### src/rtl/fp32_pkg.sv
// Shared binary32 types, constants and operand classification for the FP multiplier.
// Honours FP_MUL_SPECIALS_EN: when defined, exponent-255 operands are classified as Inf/NaN.
package fp32_pkg;

  localparam int          FP32_BIAS       = 127;
  localparam logic [31:0] FP32_QNAN       = 32'h7FC00000;
  localparam logic [31:0] FP32_POS_INF    = 32'h7F800000;
  localparam logic [31:0] FP32_MAX_FINITE = 32'h7F7FFFFF;

  typedef struct packed {
    logic        sign;
    logic [7:0]  exp;
    logic [22:0] frac;
  } fp32_t;

  typedef struct packed {
    logic zero;
    logic inf;
    logic nan;
  } fp_flags_t;

  // Denormals count as zero; without specials, exponent 255 is just a large normal.
  function automatic fp_flags_t classify(input fp32_t x);
    fp_flags_t f;
    f.zero = (x.exp == 8'h00);
`ifdef FP_MUL_SPECIALS_EN
    f.inf  = (x.exp == 8'hFF) && (x.frac == 23'd0);
    f.nan  = (x.exp == 8'hFF) && (x.frac != 23'd0);
`else
    f.inf  = 1'b0;
    f.nan  = 1'b0;
`endif
    return f;
  endfunction

endpackage

### src/rtl/fp_multiply_if.sv
// Operand/result bundle of the FP multiplier; no handshake, one pair per cycle.
interface fp_multiply_if;
  logic [31:0] a_i;
  logic [31:0] b_i;
  logic [31:0] product_o;

  modport master (output a_i, output b_i, input product_o);
  modport slave  (input a_i, input b_i, output product_o);
endinterface

### src/rtl/fp_mul_norm_round.sv
// Combinational stage 3: normalize, round-to-nearest-even, handle zero/under/overflow, pack.
// FP_MUL_SPECIALS_EN selects overflow to infinity (defined) or to max finite (undefined).
module fp_mul_norm_round
  import fp32_pkg::*;
(
  input  logic [47:0]       prod,
  input  logic signed [9:0] exp_in,
  input  logic              sign,
  input  fp_flags_t         flags_a,
  input  fp_flags_t         flags_b,
  output logic [31:0]       result
);

  logic [22:0]       mant;
  logic [22:0]       mant_r;
  logic              guard;
  logic              sticky;
  logic              round_up;
  logic              carry;
  logic signed [9:0] exp_n;

  always_comb begin
    mant     = '0;
    mant_r   = '0;
    guard    = 1'b0;
    sticky   = 1'b0;
    round_up = 1'b0;
    carry    = 1'b0;
    exp_n    = exp_in;
    result   = '0;

    if (prod[47]) begin
      mant   = prod[46:24];
      guard  = prod[23];
      sticky = |prod[22:0];
      exp_n  = exp_in + 10'sd1;
    end else begin
      mant   = prod[45:23];
      guard  = prod[22];
      sticky = |prod[21:0];
    end

    round_up        = guard & (sticky | mant[0]);
    {carry, mant_r} = {1'b0, mant} + {23'd0, round_up};
    // A carry-out leaves mant_r all zero, which is exactly 1.0 at the next exponent.
    if (carry) exp_n = exp_n + 10'sd1;

    if (flags_a.nan || flags_b.nan) begin
      result = FP32_QNAN;
    end else if (flags_a.inf || flags_b.inf) begin
      result = (flags_a.zero || flags_b.zero) ? FP32_QNAN : {sign, FP32_POS_INF[30:0]};
    end else if (flags_a.zero || flags_b.zero) begin
      result = {sign, 31'd0};
    end else if (exp_n <= 10'sd0) begin
      result = {sign, 31'd0};
    end else if (exp_n >= 10'sd255) begin
`ifdef FP_MUL_SPECIALS_EN
      result = {sign, FP32_POS_INF[30:0]};
`else
      result = {sign, FP32_MAX_FINITE[30:0]};
`endif
    end else begin
      result = {sign, exp_n[7:0], mant_r};
    end
  end

endmodule

### src/rtl/fp_multiply_top.sv
// Three-stage binary32 multiplier: unpack, significand multiply, normalize/round/pack.
module fp_multiply_top
  import fp32_pkg::*;
(
  input  logic          clk_i,
  input  logic          reset_i,
  fp_multiply_if.slave  bus
);

  fp32_t a_in;
  fp32_t b_in;
  assign a_in = bus.a_i;
  assign b_in = bus.b_i;

  logic              s1_sign;
  logic [7:0]        s1_ea;
  logic [7:0]        s1_eb;
  logic [23:0]       s1_ma;
  logic [23:0]       s1_mb;
  fp_flags_t         s1_flags_a;
  fp_flags_t         s1_flags_b;

  logic              s2_sign;
  logic [47:0]       s2_prod;
  logic signed [9:0] s2_exp;
  fp_flags_t         s2_flags_a;
  fp_flags_t         s2_flags_b;

  logic [31:0]       s3_result;

  always_ff @(posedge clk_i) begin
    if (!reset_i) begin
      s1_sign    <= 1'b0;
      s1_ea      <= '0;
      s1_eb      <= '0;
      s1_ma      <= '0;
      s1_mb      <= '0;
      s1_flags_a <= '0;
      s1_flags_b <= '0;
    end else begin
      s1_sign    <= a_in.sign ^ b_in.sign;
      s1_ea      <= a_in.exp;
      s1_eb      <= b_in.exp;
      s1_ma      <= {1'b1, a_in.frac};
      s1_mb      <= {1'b1, b_in.frac};
      s1_flags_a <= classify(a_in);
      s1_flags_b <= classify(b_in);
    end
  end

  // Cleared stage 1 yields exponent -127, so a reset pipeline drains as zeros.
  always_ff @(posedge clk_i) begin
    if (!reset_i) begin
      s2_sign    <= 1'b0;
      s2_prod    <= '0;
      s2_exp     <= '0;
      s2_flags_a <= '0;
      s2_flags_b <= '0;
    end else begin
      s2_sign    <= s1_sign;
      s2_prod    <= s1_ma * s1_mb;
      s2_exp     <= $signed({2'b00, s1_ea}) + $signed({2'b00, s1_eb}) - 10'(FP32_BIAS);
      s2_flags_a <= s1_flags_a;
      s2_flags_b <= s1_flags_b;
    end
  end

  fp_mul_norm_round u_norm_round (
    .prod    (s2_prod),
    .exp_in  (s2_exp),
    .sign    (s2_sign),
    .flags_a (s2_flags_a),
    .flags_b (s2_flags_b),
    .result  (s3_result)
  );

  always_ff @(posedge clk_i) begin
    if (!reset_i) begin
      bus.product_o <= '0;
    end else begin
      bus.product_o <= s3_result;
    end
  end

endmodule

### src/flat_wrapper.sv
// flat-port wrapper written by rule: the top's interface ports become plain ports
module fp_multiply_top_flat import fp32_pkg::*;
  (clk_i, reset_i, bus_a_i, bus_b_i, bus_product_o);
  fp_multiply_if bus_i ();
  input  logic clk_i;
  input  logic reset_i;
  input wire logic [$bits(bus_i.a_i)-1:0] bus_a_i;
  input wire logic [$bits(bus_i.b_i)-1:0] bus_b_i;
  output wire logic [$bits(bus_i.product_o)-1:0] bus_product_o;
  assign bus_i.a_i = bus_a_i;
  assign bus_i.b_i = bus_b_i;
  assign bus_product_o = bus_i.product_o;
  fp_multiply_top u_core (.clk_i(clk_i), .reset_i(reset_i), .bus(bus_i));
endmodule
### config.mk
export PLATFORM = sky130hd
export DESIGN_NAME = fp_multiply_top_flat
export DESIGN_NICKNAME = d
export VERILOG_FILES = /design/src/rtl/fp32_pkg.sv /design/src/rtl/fp_multiply_if.sv /design/src/rtl/fp_mul_norm_round.sv /design/src/rtl/fp_multiply_top.sv /design/src/flat_wrapper.sv
export SDC_FILE = /design/constraint.sdc
export NUM_CORES = 2
export LEC_CHECK = 0
export ABC_AREA = 1
export BUFFER_PORTS_ARGS = -buffer_cell sky130_fd_sc_hd__buf_2
export CORE_AREA = 10 10 213 215
export DETAILED_ROUTE_END_ITERATION = 12
export DIE_AREA = 0 0 223 225
export PLACE_DENSITY = 0.9
export SKIP_CTS_REPAIR_TIMING = 1
export SYNTH_ARGS = -nofsm -noshare
export SYNTH_HDL_FRONTEND = slang
export SYNTH_SLANG_ARGS = --single-unit
### constraint.sdc
create_clock -name clk_i -period 13.19 [get_ports clk_i]
set_input_delay 1.9785 -clock clk_i [delete_from_list [all_inputs] [get_ports clk_i]]
set_output_delay 1.9785 -clock clk_i [all_outputs]
set_load 0.1 [all_outputs]
; ---- After elaboration in Yosys (flattened, before gate mapping)
; Cells that the tools add are included.
; Widths: inputs -> output; s select.
[classes]
addsub = 5
multipliers = 1
magnitude_cmp = 2
muxes = 13
bitwise = 4
n_reduce_logical = 8
[ops]
columns = cell, count
row1 = $mux 31, 4
row2 = $mux 32, 2
row3 = $mul 24x24->48, 1
row4 = $mux 24, 2
row5 = $add 23x1->24, 1
row6 = $mux 23, 1
row7 = $reduce_or 23->1, 1
row8 = $reduce_or 22->1, 1
row9 = $add 10x2->10 const B, 2
row10 = $mux 10, 2
row11 = $logic_not 8->1, 2
row12 = $ge 10x9->1 const B, 1
row13 = $le 10x1->1 const B, 1
row14 = $sub 10x8->10 const B, 1
row15 = $add 8x8->9, 1
row16 = $logic_or 1x1->1, 3
row17 = $mux 1, 2
row18 = $reduce_or 2->1, 1
row19 = $and 1x1->1, 1
row20 = $not 1->1, 1
row21 = $or 1x1->1, 1
row22 = $xor 1x1->1, 1
[word_totals]
regBits = 164
input_bits = 66
output_inout_bits = 32
word_cells = 53

; ---- Longest topological paths before layout
[depth]
ltp_word = 12
depth_mapped = 31

; ---- By module
; A second synthesis with hierarchy kept.
[unflattened]
hier_cells = 3793
area_unflattened_um2 = 27362.5
[by_module_without_submodules]
columns = mod, n_inst, cells_each, area_each_um2, seq_area_each_um2
row1 = fp_multiply_top, 1, 3340, 25085.3, 3183.1
row2 = fp_mul_norm_round, 1, 453, 2277.2, 0.0

; ---- Least setup slack after synthesis
; OpenSTA, ideal clock, no wires.
[synth_path]
path_kind = reg2reg
from = register u_core.s1_mb[3]
to = register u_core.s2_prod[45]
setup_ps = 128
arrival_time_ps = 5823
t_required_ps = 13062
slack_ps = 7239
path_stages_with_launch = 28
n_path_buf = 1
synth_period_minus_slack_ps = 5951
cell_sequence = dfxtp_1 clkbuf_1 nand2_1 fa_1 inv_1 fa_1 inv_1 fa_1 inv_1 fa_1 inv_1 fa_1 inv_1 fa_1 inv_1 fa_1 inv_1 ha_1 a21oi_1 o21ai_0 inv_1 o21ai_0 o21ai_0 nand3_1 nand2_1 nand3_1 o21ai_0 a21oi_1
[synth_between]
elab_chain_cells = 1
[synth_rtl]
columns = element, line_no
row1 = from (decl), fp_multiply_top.sv:19  ; logic [23:0] s1_mb;
row2 = from (signal assigned), fp_multiply_top.sv:45  ; s1_mb <= {1'b1, b_in.frac};
row3 = $mul 24x24->48, fp_multiply_top.sv:61  ; s2_prod <= s1_ma * s1_mb;
row4 = to (signal assigned), fp_multiply_top.sv:61
row5 = to (decl), fp_multiply_top.sv:24  ; logic [47:0] s2_prod;
; Every way passes these cells.
; A chain may end at the register's enable or synchronous reset.

; ---- Worst setup path in the final report
[layout_path]
from = register u_core.s1_mb[23]
to = register u_core.s2_prod[45]
; Same word-level chain as after synthesis.

==> results_dict.tcl <==
set metrics [dict create \
    clock_latency_ns 0.50 \
    crit_fanout 32 \
    syn-num-nets 4229 \
    drt_wl_total_um 68400 \
    nFillCells 3169 \
    start_util 0.637 \
    end_kind "flip-flop" \
    antennaDiodeCount 0 \
    die_h_um 225 \
    clock.fmax_mhz 135 \
    grt_pass1_vias 23839 \
    drtPass1Iterations 6 \
    max_slew.worst_pin.slew_ns 1.29 \
    vdd_drop_max_uv 191 \
    row_count 75 \
    ys_types 46 \
    wl_per_cell_um 16.8 \
    postRouteAntennaNets 0 \
    clock_skew_ns 0.0194 \
    critPathKind "flip-flop to flip-flop" \
    min_period_ns 7.40 \
    yosys.area_share.simple 0.180 \
    grt_use_total 0.286 \
    synth-adder-area-share 0.455 \
    grt_first_pass_wirelength_um 116000 \
    regToRegSetupSlack_ns 5.79 \
    status "finished clean" \
    ys_warn_count 0 \
    place_hpwl_um 53200 \
    synth.avg_cell_area_um2 7.55 \
    critical_path_arrival_ns 7.81 \
    synthMuxAreaShare 0 \
    tns_ns 0 \
    core_um2 41400 \
    setup-violations-final 0 \
    synth-seq-area-share 0.121 \
    powerDensity_nw_per_um2 120 \
    design_area_um2 27800 \
    cts_made_buffers 17 \
    syn2layout_area_growth_pct 5.22 \
    die-area_um2 50200 \
    clk_pin_slew_ns 0.07 \
    io_pins 98 \
    fin_crit_sh 0.561 \
    clock_sinks 159 \
    grt_max_degree 73 \
    hold_class "flip-flop to flip-flop" \
    cts_buffer_depth 2 \
    final_max_slew_viol_count 0 \
    synthXorXnorAreaFrac 0.0142 \
    synth_edf_count 0 \
    whs_ns 0.411 \
    finalNetCount 4247 \
    synth_top_family_by_area "adder cells" \
    required_ns 13.60 \
    antenna_found_initial 0 \
    syn_area_um2 26400 \
    drv_cap 0 \
    die_w_um 223 \
    clockRootBuffer "clkbuf_16" \
    place_congestion 1.04 \
    drt_iter0_markers 1852 \
    cts_tree "built" \
    cts_max_level 4 \
    vias 21861 \
    async_reset_ff_frac 0 \
    synth-compound-area-share 0.0578 \
    rsz0062_at_grt "no" \
    drc_errors 0 \
    crit_path_start_kind "flip-flop" \
    overflow 0 \
    dpl_cell_area_um2 27200 \
    viasPerCell 5.38 \
    drive_gt1_frac 0.0655 \
    port_buffers 97 \
    synth_seq_cells 159 \
    finalHoldViolCount 0 \
    synthCells 3494 \
    synthFlopType "dfxtp_1" \
    p_leak_nw 16.5 \
    max_slew_margin 0.142 \
]
-- report_power, final --
| group | internal (mW) | switching, mW | total [mW] |
|---|---|---|---|
| clock network | 0.267 | 0.251 | 0.518 |
| registers | 0.563 | 0.0662 | 0.629 |
| logic | 0.717 | 1.48 | 2.19 |
-- cell families after synthesis --
| kind of cell | count (synthesis) |
|---|---|
| flops | 159 |
| simple gates | 1176 |
| xor+xnor | 42 |
| fa+ha+maj | 669 |
| buf+inv | 1186 |
| compound gates | 262 |
-- flip-flops by register name, summed over array words and instances, names as in the netlist, 8 cells and up --
name / cells
u_core.s2_prod: 48
u_core.s1_ma: 23
u_core.s1_mb: 24
u_core.s2_exp: 10
u_core.bus.product_o: 32
u_core.s1_eb: 8
u_core.s1_ea: 8
-- critical path, stage by stage, from the launching register on --
cell     delay, ns
dfxtp_1       0.70
buf_4         0.47
nand2_1       0.15
inv_1         0.16
fa_1          0.48
fa_1          0.62
inv_1         0.08
fa_1          0.46
fa_1          0.55
inv_1         0.06
fa_1          0.49
fa_1          0.51
inv_1         0.06
fa_1          0.54
inv_1         0.06
ha_1          0.40
nand2_1       0.14
nor2_1        0.19
inv_1         0.10
nor4_1        0.32
o21ai_0       0.16
nand3_1       0.16
nand2_1       0.08
nand3_1       0.08
o21ai_0       0.08
a21oi_1       0.18
-- synthesized netlist by cell type, types with 12 or more instances --
cell type	instances	area (µm²)
inv_1	1058	3970
clkbuf_1	107	402
dfxtp_1	159	3180
a21oi_2	30	263
nand3_1	41	205
nand2_2	18	113
o21ai_0	85	425
nor3_1	12	60.1
a21oi_1	95	475
nor4_1	12	75.1
nor2_1	123	462
xor2_1	34	298
buf_6	12	135
ha_1	186	2330
fa_1	483	9670
nand4_1	16	100
nand2_1	920	3450
-- final timing paths --
kind                                    from                         endpoint  cells past startpoint
max                 u_core.s1_mb[23]$_DFF_P_    u_core.s2_prod[45]$_SDFF_PN0_                     25
min          u_core.s1_flags_b[2]$_SDFF_PN0_  u_core.s2_flags_b[2]$_SDFF_PN0_                      2
max reg2reg         u_core.s1_mb[23]$_DFF_P_    u_core.s2_prod[45]$_SDFF_PN0_                     25
min reg2reg  u_core.s1_flags_b[2]$_SDFF_PN0_  u_core.s2_flags_b[2]$_SDFF_PN0_                      2
-- cell usage in the layout, fill, tap and decap left out, types with 2 or more instances in the layout --
cell / count
inv_1: 1058
nand2_1: 920
fa_1: 483
ha_1: 186
dfxtp_1: 158
nor2_1: 123
buf_2: 96
a21oi_1: 95
o21ai_0: 85
nand3_1: 41
xor2_1: 34
a21oi_2: 30
buf_4: 28
nand2_2: 18
clkbuf_16: 17
nand4_1: 16
nor3_1: 12
nor4_1: 12
nor2_2: 11
a31oi_1: 10
o21bai_1: 9
o21a_1: 9
o21ai_1: 9
xnor2_1: 7
a21o_1: 5
a21boi_0: 5
inv_6: 5
and3_1: 4
nand3b_1: 4
nor2_4: 3
inv_8: 3
o21ai_2: 2
and2_1: 2
or2_2: 2
inv_2: 2
nand3_2: 2
clkbuf_1: 2
-- stage by stage --
| stage | util | total power [mW] | std cells | worst slack, ns |
|---|---|---|---|---|
| floorplan | - | 2.17 | 3494 | 7.24 |
| global placement | 0.657 | 2.73 | 4032 | 6.05 |
| detailed placement | 0.657 | 2.76 | 4032 | 6.12 |
| CTS | 0.671 | 3.31 | 4064 | 5.93 |
| global route | 0.671 | 3.63 | 4064 | 5.48 |
| finish | 0.671 | 3.34 | 4064 | 5.79 |
-- area by class of cell --
cell class,count,area (µm²),area share
Clock buffer,19,433,0.0156
Multi-Input combinational cell,2149,18600,0.672
Tap cell,539,674,0.0243
Sequential cell,159,3180,0.115
Timing Repair Buffer,124,691,0.0249
Inverter,1061,3990,0.144
Clock inverter,13,145,0.00523
-- per-layer routing --
layer  global-route usage  up-vias  share of wire
met1                0.337    10396           0.37
met2                0.483     1187           0.48
met4                0.145        0          0.051
met3               0.0641      309           0.10
li1                     -     9969              -
met5                    0        -              0
(Power assumes the default switching activity.)
